==> src/rtl/fetch_decode_skid_reg.sv <==
// IF->ID pipeline register with a one-entry skid: 1-cycle latency, full throughput.
// Back-pressure: in_ready_o drops the cycle after the skid fills; flush drops both entries.
module fetch_decode_skid_reg #(
  parameter int                  PC_W     = 32,
  parameter int                  INST_W   = 32,
  parameter logic [INST_W-1:0]   NOP_INST = {INST_W{1'b0}},
  parameter int                  CNT_W    = 16
) (
  input  logic              clk_i,
  input  logic              rst_i,
  input  logic              in_valid_i,
  output logic              in_ready_o,
  input  logic [PC_W-1:0]   in_pc_i,
  input  logic [INST_W-1:0] in_inst_i,
  input  logic              flush_i,
  output logic              out_valid_o,
  input  logic              out_ready_i,
  output logic [PC_W-1:0]   out_pc_o,
  output logic [INST_W-1:0] out_inst_o,
  input  logic              clr_cnt_i,
  output logic [CNT_W-1:0]  stall_cnt_o
);

  logic              m_valid;
  logic [PC_W-1:0]   m_pc;
  logic [INST_W-1:0] m_inst;
  logic              s_valid;
  logic [PC_W-1:0]   s_pc;
  logic [INST_W-1:0] s_inst;
  logic              acc;
  logic              drn;

  assign in_ready_o  = !s_valid && !rst_i;
  assign acc         = in_valid_i && in_ready_o;
  assign drn         = m_valid && out_ready_i;
  assign out_valid_o = m_valid;
  assign out_pc_o    = m_pc;
  assign out_inst_o  = m_valid ? m_inst : NOP_INST;

  always_ff @(posedge clk_i) begin
    if (rst_i) begin
      m_valid <= 1'b0;
      m_pc    <= '0;
      m_inst  <= NOP_INST;
      s_valid <= 1'b0;
      s_pc    <= '0;
      s_inst  <= NOP_INST;
    end else if (flush_i) begin
      // PC is left as-is so the last issued address stays observable.
      m_valid <= 1'b0;
      m_inst  <= NOP_INST;
      s_valid <= 1'b0;
    end else if (!m_valid || drn) begin
      if (s_valid) begin
        m_valid <= 1'b1;
        m_pc    <= s_pc;
        m_inst  <= s_inst;
        s_valid <= 1'b0;
      end else if (acc) begin
        m_valid <= 1'b1;
        m_pc    <= in_pc_i;
        m_inst  <= in_inst_i;
      end else begin
        m_valid <= 1'b0;
        m_inst  <= NOP_INST;
      end
    end else if (acc) begin
      s_valid <= 1'b1;
      s_pc    <= in_pc_i;
      s_inst  <= in_inst_i;
    end
  end

  always_ff @(posedge clk_i) begin
    if (rst_i) begin
      stall_cnt_o <= '0;
    end else if (clr_cnt_i) begin
      stall_cnt_o <= '0;
    end else if (m_valid && !out_ready_i && (stall_cnt_o != {CNT_W{1'b1}})) begin
      stall_cnt_o <= stall_cnt_o + 1'b1;
    end
  end

endmodule
==> config.mk <==
export PLATFORM = sky130hd
export DESIGN_NAME = fetch_decode_skid_reg
export DESIGN_NICKNAME = d
export VERILOG_FILES = /design/src/rtl/fetch_decode_skid_reg.sv
export SDC_FILE = /design/constraint.sdc
export NUM_CORES = 1
export LEC_CHECK = 0
export ABC_CLOCK_PERIOD_IN_PS = 2500
export BUFFER_PORTS_ARGS = -buffer_cell sky130_fd_sc_hd__buf_2
export CAP_MARGIN = 30
export CORE_UTILIZATION = 53
export CTS_CLUSTER_SIZE = 30
export DETAILED_ROUTE_END_ITERATION = 10
export PLACE_DENSITY = 0.84
export SLEW_MARGIN = 20
export SYNTH_ARGS = -nofsm -noshare
export SYNTH_HDL_FRONTEND = slang
export SYNTH_SLANG_ARGS = --single-unit
==> constraint.sdc <==
create_clock -name clk_i -period 2.5 [get_ports clk_i]
set_input_delay 0.5 -clock clk_i [delete_from_list [all_inputs] [get_ports clk_i]]
set_output_delay 0.5 -clock clk_i [all_outputs]
set_load 0.1 [all_outputs]
==> out/metrics.yaml, run 1 <==
outcome:
  status: "finished, final reports clean"
clocking:
  post-cts-setup-buffers: 0
  cts_sinks: 146
  h-tree-depth: 4
  cts_tree: "yes"
  clkTransAtPathRegs_ps: 60
  cts_buffers: 17
  cts-resized-gates: 0
  insertion_delay_ps: 520
  cts_root_buf: "clkbuf_8"
  cts_hold_buf: 0
  clk_path_buf_depth: 2
synth:
  synth_top_area_frac: 0.490
  synth_nets: 779
  synthFlopType: "dfxtp_1"
  synth.most_common_cell: "dfxtp_1"
  yosysWarnings: 0
  yosys.area.top_type: "dfxtp_1"
  ys_types: 35
  syn_avg_cell_area_um2: 8.42
  synth_edf_count: 0
  netlist_instances: 708
  async_flop_share: 0
  ys_seq_area_frac: 0.490
  ys_ff_latch: 146
  mappedNetlistArea_um2: 5960
  synthTopCellsByArea: "dfxtp_1 (49%), nand2_1 (8.4%), a21oi_1 (6.5%), mux2i_1 (5.5%), a221oi_1 (4.7%)"
  netlist_top_cells_count: "dfxtp_1 (146), nand2_1 (134), a21oi_1 (78)"
power_and_ir_drop:
  leakagePower_nw: 2.94
  p_clk_frac: 0.496
  pwr-share-seq: 0.416
  swShare: 0.232
  combinationalPowerShare: 0.088
  p_sw_mw: 1.33
  p_per_area_nw_per_um2: 768
  ir_drop_mv: 0.522
  p_int_mw: 4.42
sta:
  hold_viol: 0
  final_max_slew_viol_count: 0
  setup_viol: 0
  holdWs_ps: 225
  finClkSkew_ps: 6.67
  tightestPinTransition_ps: 821
  fin_crit_ps: 2370
  tns_ps: 0
  fmax_mhz: 423
  fin_crit_sh: 0.947
  slew_headroom: 0.447
  grt_setup_unrepaired: "false"
setup_path:
  crit_arrival_ps: 1870
  crit_fanout: 20
  cp.required_ps: 2000
  endpoint_kind: "output pin"
  cp-start-kind: "register"
  crit_type: "reg -> out"
layout:
  syn_to_final_growth_pct: 25.6
  n_antenna_cell: 0
  num-fill-cells: 850
  fin_nets: 906
  drive_above_1_share: 0.257
flow_run:
  max_cap_viol_count: 0
global_routing:
  grt_usage: 0.260
  grt_pass1_vias: 5102
  grt_max_degree: 65
  grt_pass1_wl_um: 23900
  grt-ovfl-total: 0
  antenna_found_initial: 0
route:
  ant_nets: 0
  detail_route.vias_per_cell: 5.73
  drt-initial-drc-count: 391
  dr.pass1.iters: 7
  drc: 0
  num_vias: 5657
  wl_per_cell_um: 15.3
  drt-total-wl_um: 15100
placement:
  hpwl_um: 9760
  gp_congestion: 0.857
  port_buffers: 151
die:
  die_x_um: 108
  ioPinCount: 152
  dieArea_um2: 11700
  std_cell_rows: 38
  core-area_um2: 10900
  initial_core_util: 0.548
  die_h_um: 108
hold_path:
  hold_path_class: "in -> reg"
[worst max-delay path, cell delays in order, from the launching register on]
cell     delay, ps
dfxtp_2        460
buf_4          270
and2_1         180
buf_2          430
[layout make-up]
cell class / instances / area, um2 / area share
sequential: 146 / 2940 / 0.392
clock buffer: 23 / 477 / 0.0636
timing repair buffer: 168 / 898 / 0.120
clock inverter: 9 / 199 / 0.0266
tap: 140 / 175 / 0.0234
inverter: 3 / 11.3 / 0.00150
multi-input combinational: 499 / 2790 / 0.373
[kinds of logic (layout without fill, tap and decap cells)]
group / Yosys count / in the layout / share of synthesized area
flip-flops: 146 / 146 / 0.490
AND/OR/NAND/NOR: 305 / 305 / 0.231
multiplexers: 33 / 33 / 0.0554
XOR/XNOR: 2 / 2 / 0.00294
adder cells (fa/ha/maj): 1 / 1 / 0.00210
AO/OA/AOI/OAI: 158 / 158 / 0.173
buffers and inverters: 63 / 203 / 0.0449
[registers in the layout, indices dropped and copies added, names as in the netlist]
signal,count
m_inst,32
out_pc_o,32
out_valid_o,1
s_inst,32
s_pc,32
s_valid,1
stall_cnt_o,16
[stage by stage]
stage	worst slack, ps	total power, mW	utilization	std cells	instance area, um2
finish	133	5.76	0.688	988	7490
global route	34.6	5.95	0.688	988	7490
CTS	116	5.80	0.688	988	7490
detailed placement	314	2.95	0.626	956	6820
global placement	371	2.94	0.626	956	6820
floorplan	20.8	2.81	-	708	5980
[cells in the final DEF (no fill, tap or decap), types with 7 or more instances in the layout]
cell type  netlist  layout
a211oi_1        32      32
a21oi_1         78      78
a221oi_1        32      32
and2_1          33      33
buf_2           10     150
buf_4            3      17
clkbuf_16        0      16
dfxtp_1        146     135
dfxtp_2          0      10
mux2i_1         33      33
nand2_1        134     134
nor2_1          69      68
nor3_1          33      33
o31ai_1          7       7
or4_1            7       7
[routing by layer]
metal | vias to the layer above | GRT usage | share of wire
li1 | 2744 | - | -
met5 | - | 0 | 0
met2 | 249 | 0.424 | 0.48
met1 | 2632 | 0.323 | 0.42
met3 | 32 | 0.0705 | 0.080
met4 | 0 | 0.113 | 0.019
[final timing paths]
path | cells after the start | end | slack, ps | startpoint
setup / recovery | 3 | out_inst_o[21] | 130 | out_valid_o
hold / removal | 3 | s_pc[5] | 230 | in_pc_i[5]
setup reg to reg | 6 | out_pc_o[26] | 420 | s_valid
hold reg to reg | 2 | s_inst[14] | 460 | s_inst[14]
[power groups by stage]
stage	clock, mW	combinational (mW)	sequential [mW]
2_1_floorplan	0	0.167	2.64
3_3_place_gp	0	0.498	2.44
3_5_place_dp	0	0.505	2.44
4_1_cts	2.90	0.507	2.39
5_1_grt	3.01	0.537	2.40
6_report	2.85	0.508	2.39
(Power assumes the default switching activity.)
==> run 2, diff against run 1 <==
--- a/config.mk
+++ b/config.mk
@@ -8,10 +8,10 @@
 export ABC_CLOCK_PERIOD_IN_PS = 2500
 export BUFFER_PORTS_ARGS = -buffer_cell sky130_fd_sc_hd__buf_2
 export CAP_MARGIN = 30
-export CORE_UTILIZATION = 53
+export CORE_UTILIZATION = 45
 export CTS_CLUSTER_SIZE = 30
 export DETAILED_ROUTE_END_ITERATION = 10
-export PLACE_DENSITY = 0.84
+export PLACE_DENSITY = 0.73
 export SLEW_MARGIN = 20
 export SYNTH_ARGS = -nofsm -noshare
 export SYNTH_HDL_FRONTEND = slang
==> run 2 against run 1 <==
Compared with the run above:
- clock-buffer cell count is 1 higher
- sequential share of layout area shrank 0.079 points
- global-route usage is 4.0 points lower
- fmax grew 5.6%
- power fell by 2.7%
- register-to-register slack improved by 20 ps
- sequential cell count stayed put
- wire length decreased by 2.9%
- core utilization shrank 10 points
- final area up 0.20%
- critical path type unchanged
- largest cell class unchanged
- highest routed layer unchanged
==> out/metrics.yaml, run 2 (synthesized netlist as in run 1, its figures left out) <==
outcome:
  status: "finished, final reports clean"
global_routing:
  grt_usage: 0.220  # -0.0402
  grtUsageMet2: 0.335  # -0.0891
  grt-ovfl-total: 0  # unchanged
  antenna_found_initial: 2  # +2
  top_usage_layer: "met2"
  grt_max_degree: 90  # +38%
  grt_pass1_wl_um: 23100  # -3.5%
  grtUsageMet1: 0.287  # -0.0360
  grt_pass1_vias: 4791  # -6.1%
  use_met3: 0.0824  # +0.0119
sta:
  fin_crit_ps: 2240  # -127 ps
  hold_viol: 0  # unchanged
  fmax_mhz: 446  # +5.6%
  tns_ps: 0  # unchanged
  final_max_slew_viol_count: 0  # unchanged
  fin_crit_sh: 0.896  # -0.0506
  tightestPinTransition_ps: 928  # +107 ps
  finClkSkew_ps: 7.98  # +1.31 ps
  slew_headroom: 0.381  # -0.0662
  grt_setup_unrepaired: "false"
  setup_viol: 0  # unchanged
die:
  core-area_um2: 12800  # +17%
  std_cell_rows: 41  # +7.9%
  die_x_um: 117  # +8.4%
  dieArea_um2: 13700  # +17%
  initial_core_util: 0.467  # -0.0808
  ioPinCount: 152  # unchanged
  die_h_um: 117  # +8.4%
clocking:
  h-tree-depth: 4  # unchanged
  cts_tree: "yes"
  cts-resized-gates: 0  # unchanged
  clk_path_buf_depth: 2  # unchanged
  clkTransAtPathRegs_ps: 60  # about the same
  post-cts-setup-buffers: 0  # unchanged
  cts_buffers: 17  # unchanged
  cts_sinks: 146  # unchanged
  insertion_delay_ps: 420  # -100 ps
  cts_hold_buf: 0  # unchanged
  cts_root_buf: "clkbuf_16"
hold_path:
  hold_path_class: "in -> reg"
layout:
  ff_latch_area_um2: 2940  # unchanged
  fin_util: 0.588  # -0.100
  final_common_cell: "buf_2"
  fin_nets: 903  # -0.33%
  drive_above_1_share: 0.256  # -0.00145
  syn_to_final_growth_pct: 25.9
  final_cell_mix: "buf_2 (150), dfxtp_1 (135), nand2_1 (134)"
  multi_input_area_um2: 2790  # unchanged
  num-fill-cells: 1155  # +36%
setup_path:
  cp-start-kind: "register"
  crit_arrival_ps: 1740  # -130 ps
  rrSetupSlack_ps: 440  # +20 ps
  crit_type: "reg -> out"
  endpoint_kind: "output pin"
  cp.required_ps: 2000  # about the same
  crit_fanout: 22  # +10%
route:
  dr.pass1.iters: 5  # -2
  drc: 0  # unchanged
  drt-initial-drc-count: 313  # -20%
  drt-total-wl_um: 14700  # -2.9%
  detail_route.vias_per_cell: 5.37  # -6.2%
  ant_nets: 0  # unchanged
  wl_per_cell_um: 14.4  # -5.9%
  num_vias: 5473  # -3.3%
power_and_ir_drop:
  p_per_area_nw_per_um2: 746  # -2.9%
  ir_drop_mv: 0.601  # +15%
  leakagePower_nw: 2.92  # -0.86%
placement:
  port_buffers: 151  # unchanged
  gp_congestion: 0.768  # -10%
  hpwl_um: 9400  # -3.7%
flow_run:
  max_cap_viol_count: 0  # unchanged
## run 2: cell types whose count changed in the layout (fill, tap and decap cells not counted)
cell        previous run  this run
buf_12                 1         3
buf_4                 17        12
bufinv_16              6         3
clkbuf_1               2         1
clkbuf_16             16        18
clkinv_2               2         3
clkinv_4               1         0
clkinvlp_4             0         2
diode_2                0         2
## run 2: through the flow
step / area [um2] / power [mW] / cells / hold slack (ps) / setup slack [ps]
5_1_grt: 7510 / 5.77 / 1019 / 312 / 153
4_1_cts: 7500 / 5.66 / 1017 / 306 / 225
2_1_floorplan: 5980 / 2.81 / 708 / 436 / 20.8
3_3_place_gp: 6860 / 2.95 / 985 / 441 / 311
3_5_place_dp: 6860 / 2.95 / 985 / 446 / 264
6_report: 7510 / 5.60 / 1019 / 322 / 260
## run 2: final cells by class
cell class | count | area share
Clock buffer | 24 | 0.0697
Timing Repair Buffer | 165 | 0.120
Antenna cell | 2 | 0.000667
Sequential cell | 146 | 0.392
Clock inverter | 8 | 0.0160
Inverter | 3 | 0.00150
Tap cell | 172 | 0.0287
Multi-Input combinational cell | 499 | 0.372
## run 2: routing by layer
layer | vias up | share of wire
met4 | 0 | 0.013
met2 | 187 | 0.46
met3 | 15 | 0.078
met1 | 2532 | 0.45
met5 | - | 0
li1 | 2739 | -
## run 2: power breakdown
group	leakage [nW]	internal [mW]	switching [mW]
sequential	1.19	2.37	0.0226
clock	0.313	1.76	0.945
combinational	1.42	0.125	0.384
## run 2: worst paths after layout
kind / to / startpoint / cells past startpoint
worst max-delay path: out_inst_o[21] / out_valid_o / 3
worst min-delay path: s_pc[19] / in_pc_i[19] / 3
worst max register to register: out_pc_o[10] / s_valid / 5
worst min register to register: s_pc[6] / s_pc[6] / 2
## run 2: worst max-delay path, stage by stage, from the launching register on
cell and delay (ps):
dfxtp_2 440, buf_4 260, and2_1 190, buf_2 440
